File: src/rtl/tachometer_pulse_generator.sv
// Tachometer plant model: commanded RPM -> slew-limited speed -> 360 PPR square wave.
// Latency: speed steps once per ramp tick; pulse_out follows the accumulator MSB by 1 clock.
// Backpressure: none; free-running generator, inputs sampled every cycle.
//
// Ports:
//   clk_in           - core clock (125 MHz nominal)
//   reset_in         - synchronous active-high reset, clears all state
//   enable_in        - low forces the effective target to 0 (coast down at ramp rate)
//   target_rpm_in    - commanded speed, clamped to MAX_RPM
//   pulse_out        - registered tachometer square wave
//   current_rpm_out  - registered ramped model speed
//   at_target_out    - registered flag: model speed equals effective target
//   pulse_count_out  - rising edges of pulse_out since reset, wraps at 16 bits
module tachometer_pulse_generator #(
    parameter int ACC_WIDTH         = 32,
    parameter int PHASE_INC_PER_RPM = 206,
    parameter int MAX_RPM           = 500,
    parameter int RAMP_DIVISOR      = 125000,
    parameter int RAMP_STEP         = 5
) (
    input  logic        clk_in,
    input  logic        reset_in,
    input  logic        enable_in,
    input  logic [8:0]  target_rpm_in,
    output logic        pulse_out,
    output logic [8:0]  current_rpm_out,
    output logic        at_target_out,
    output logic [15:0] pulse_count_out
);

    localparam int                   TMR_W    = (RAMP_DIVISOR > 1) ? $clog2(RAMP_DIVISOR) : 1;
    localparam logic [TMR_W-1:0]     TMR_LAST = TMR_W'(RAMP_DIVISOR - 1);
    localparam logic [8:0]           MAX_L    = 9'(MAX_RPM);
    localparam logic [8:0]           STEP_L   = 9'(RAMP_STEP);
    localparam logic [7:0]           INC_L    = 8'(PHASE_INC_PER_RPM);

    logic [TMR_W-1:0]     timer_q, timer_d;
    logic                 ramp_tick;
    logic [8:0]           eff;
    logic [8:0]           diff;
    logic [8:0]           current_q, current_d;
    logic [16:0]          phase_prod;
    logic [ACC_WIDTH-1:0] acc_q, acc_d;
    logic                 pulse_q, pulse_d;
    logic [15:0]          count_q, count_d;
    logic                 at_target_q, at_target_d;

    always_comb begin
        // Effective target: forced to zero when disabled, else clamped.
        eff = 9'd0;
        if (enable_in) begin
            eff = (target_rpm_in > MAX_L) ? MAX_L : target_rpm_in;
        end

        // Free-running ramp timer; target changes never restart it.
        ramp_tick = (timer_q == TMR_LAST);
        timer_d   = ramp_tick ? '0 : timer_q + 1'b1;

        // Slew limiter: step toward eff by at most STEP_L, never past it.
        current_d = current_q;
        diff      = 9'd0;
        if (ramp_tick) begin
            if (current_q < eff) begin
                diff      = eff - current_q;
                current_d = current_q + ((diff < STEP_L) ? diff : STEP_L);
            end else if (current_q > eff) begin
                diff      = current_q - eff;
                current_d = current_q - ((diff < STEP_L) ? diff : STEP_L);
            end
        end

        // Full 17-bit product, zero-extended before the add. A zero speed
        // adds nothing, which freezes the accumulator and thus pulse_out.
        phase_prod = {8'd0, current_q} * {9'd0, INC_L};
        acc_d      = acc_q + ACC_WIDTH'(phase_prod);

        pulse_d     = acc_q[ACC_WIDTH-1];
        count_d     = (pulse_d && !pulse_q) ? count_q + 16'd1 : count_q;
        at_target_d = (current_d == eff);
    end

    always_ff @(posedge clk_in) begin
        if (reset_in) begin
            timer_q     <= '0;
            current_q   <= 9'd0;
            acc_q       <= '0;
            pulse_q     <= 1'b0;
            count_q     <= 16'd0;
            at_target_q <= 1'b0;
        end else begin
            timer_q     <= timer_d;
            current_q   <= current_d;
            acc_q       <= acc_d;
            pulse_q     <= pulse_d;
            count_q     <= count_d;
            at_target_q <= at_target_d;
        end
    end

    assign pulse_out       = pulse_q;
    assign current_rpm_out = current_q;
    assign at_target_out   = at_target_q;
    assign pulse_count_out = count_q;

endmodule

File: config.mk
export PLATFORM = sky130hd
export DESIGN_NAME = tachometer_pulse_generator
export DESIGN_NICKNAME = d
export VERILOG_FILES = /design/src/rtl/tachometer_pulse_generator.sv
export SDC_FILE = /design/constraint.sdc
export NUM_CORES = 1
export LEC_CHECK = 0
export BUFFER_PORTS_ARGS = -buffer_cell sky130_fd_sc_hd__buf_2
export CAP_MARGIN = 20
export CORE_UTILIZATION = 63
export CTS_CLUSTER_DIAMETER = 200
export DETAILED_ROUTE_END_ITERATION = 7
export HOLD_SLACK_MARGIN = 0.1
export PLACE_DENSITY = 0.84
export SLEW_MARGIN = 20
export SYNTH_ARGS = -nofsm -noshare
export SYNTH_HDL_FRONTEND = slang
export SYNTH_SLANG_ARGS = --single-unit
File: constraint.sdc
create_clock -name clk_in -period 9 [get_ports clk_in]
set_input_delay 1.8 -clock clk_in [delete_from_list [all_inputs] [get_ports clk_in]]
set_output_delay 1.8 -clock clk_in [all_outputs]
set_load 0.02 [all_outputs]
==> results.md <==
* Number of buffers created by CTS at 9
* Worst Tran Pin Value at between 800 and 900 ps
* Ports at 39
* CP Capture Type: flop
* CTS sink count at 75
* CTS tree: done
* Syn_area_per_cell at ~8.2 sq um
* Fin crit share at 0.791
* First-pass GRT wire length at 26.4 mm
* WL/cell at 15.1 microns
* RSZ-0062 raised after global routing: no
* Startpoint types: primary input
* Post-synth EDFFs at 0
* Power Dens Cells at about 110 nW/um^2
* Final nets at just over 1000
* Die span in x at approximately 110 microns
* Final hold slack at between 400 and 500 ps
* CTS max path bufs at 2
* FMAX at roughly 140 MHz
* Worst Hold Class: flop to flop
* Critical Path AT at ~7400 ps
* Aggregate global routing overflow at 0
* WS Path Type: primary input to flop
* CTS Hold Buffers Added at 0
* DRC at 0
* GPL Wtd Cong at between 0.9 and 1
* Initial antenna violation count at 0
* Commonest non-fill, non-tap cell in the layout: nor2_1
* Synth Flop Type: dfxtp_1
* Clock Latency Late Sink at between 300 and 400 ps
* N_diodes at 0
* Place WS at between 1500 and 2000 ps
* DIE HEIGHT at approximately 110 microns
* CTS H-Tree Depth at 3
* Clock root cell: clkbuf_16
* Synth-to-Final Area Change at 8.10%
* Core Region at between 10000 and 15000 sq um
* CP Data Required Time at between 9000 and 10000 ps
* Synth cell types at 83
* Fraction of registers with async set/reset at 0
* Total GRT Usage at 0.283
* Yosys reg bits at between 70 and 80
* Cell area after synthesis at a little over 7000 sq um
* Postcts setup bufs at 0
* Clock Pin Slew Worst Setup and Hold Paths at about 60 ps
* Status: finished, final reports clean
* Routed Antenna Nets at 0
* IO buf count at 38
* Post-synthesis cell count at slightly below 900
* Clock Skews at 3.10 ps
* Post-CTS Resized at 0
* CP Max Fanout at 5
* Vias at about 6300
* Hold Vio Cnt, Final at 0
* Routed WL at approximately 16 mm
* Post-route setup TNS at 0 ps
* Yosys warns at 0
* Sequential area share after synthesis at 0.210
* Initial Utilization at 0.653
* Most frequent cells in the layout: 100 x nor2_1, 90 x ha_1, 78 x inv_1, 75 x dfxtp_1, 53 x nand2_1
* Minimum clock period at 7110 ps
* Number of global-route vias before repair at ~5700
* Pleak at approximately 0.0037 uW
* Maximum number of pins on one net before global-route repair at about 60
* Layout cells sized above 1 at 0.0966
* DP HPWL at between 10 and 15 mm
* Max VDD drop at approximately 0.17 mV
* FP Rows at 38
* Vias per inst at 5.97
* Final worst slack at approximately 1900 ps
* Max Cap Violations at 0
* Total Die Area at about 12000 sq um
* Drt pass-1 iters at 5
* # setup viols final at 0
* Max-slew violation count at 0
* DR iter-0 viols at 379
* Max_slew headroom at 0.453
==> critical path, stage by stage <==
cell	delay, ps
buf_2	130
nand3_1	70
or2_2	330
o211ai_1	370
inv_1	170
ha_1	230
inv_1	70
fa_1	270
a211oi_4	100
o211a_1	260
nor4_2	310
o211ai_2	200
a211oi_4	250
nand2_1	150
fa_1	440
a21o_1	200
o21ba_2	210
or4_1	410
a311o_1	330
mux2i_1	160
xnor2_1	120
xor2_1	170
nor4_1	230
nand4_1	140
nor4_2	250
==> per-stage QoR <==
| step | util | area (sq um) | std cells | total power [uW] |
|---|---|---|---|---|
| final | 0.705 | 7710 | 1051 | 831 |
| after global routing | 0.705 | 7710 | 1051 | 863 |
| after floorplan | - | 7170 | 878 | 434 |
| after global placement | 0.677 | 7400 | 1035 | 454 |
| after detailed placement | 0.677 | 7400 | 1035 | 455 |
| after CTS | 0.705 | 7710 | 1051 | 837 |
==> cell families (layout without fill, tap and decap cells) <==
family	count (synthesis)	after routing	share of synthesized area
AOI/OAI and AO/OA	185	185	0.184
xor gates and xnor gates	70	70	0.0859
adders and majority gates	110	110	0.214
buffers and inverters	102	135	0.0615
DFF	75	75	0.210
muxes	11	11	0.0156
other	2	10	0.00105
and+or+nand+nor	315	315	0.227
==> sequential cells by signal, summed over array words and instances, names as in the netlist <==
name	cells
acc_q	31
at_target_out	1
current_rpm_out	9
pulse_count_out	16
pulse_out	1
timer_q	17
==> worst paths after layout <==
path | from | to | slack (ps) | cells after the start
worst max-delay path | target_rpm_in[8] | at_target_out | 1890 | 25
worst min-delay path | timer_q[0] | timer_q[0] | 460 | 1
worst max register to register | current_rpm_out[0] | acc_q[26] | 2850 | 21
worst min register to register | timer_q[0] | timer_q[0] | 460 | 1
==> synth_stat cells (4+ instances only) <==
library cell,instances,area (sq um)
mux2i_1,10,100
o21ai_0,38,190
o31ai_1,5,37.5
and4_1,5,43.8
nand3b_1,4,30.0
ha_1,90,1130
and3_1,20,125
nand2_1,53,199
dfxtp_1,75,1500
nand3_1,26,130
fa_1,20,400
nand4_1,13,81.3
xor2_1,36,315
clkbuf_1,11,41.3
a31oi_1,6,37.5
inv_1,78,293
nor3_1,16,80.1
o311ai_0,4,35.0
o22ai_1,5,31.3
nand2b_1,6,37.5
or4_1,6,45.0
o31a_1,4,35.0
a21oi_1,42,210
nor4_1,8,50.1
o21ai_1,4,20.0
or2_2,9,56.3
o21a_1,5,37.5
o211ai_1,8,60.1
xnor2_1,34,298
or3_1,15,93.8
nor2_1,100,375
nor2b_1,11,68.8
and2_1,6,37.5
a21o_1,14,105
a211oi_1,10,75.1
==> report_power, final <==
part           internal, uW  total (uW)  switching, uW  leakage (uW)
registers               336         339           3.44      0.000605
clock network           242         380            138      0.000150
logic                  43.6         112           68.1       0.00292
==> per-layer routing <==
layer	vias to the layer above	wire length, microns	global-route usage
met2	182	7350	0.465
met3	39	1060	0.0784
met1	2892	7060	0.361
li1	3160	-	-
met4	0	388	0.0830
met5	-	0	0
==> final cells by class <==
cell class | count | area [sq um]
clock buffer | 11 | 233
clock inverter | 5 | 77.6
fill | 894 | 3220
inverter | 79 | 297
multi-input combinational | 701 | 5230
sequential | 75 | 1500
tap | 140 | 175
timing repair buffer | 40 | 205
(Power assumes the default switching activity.)
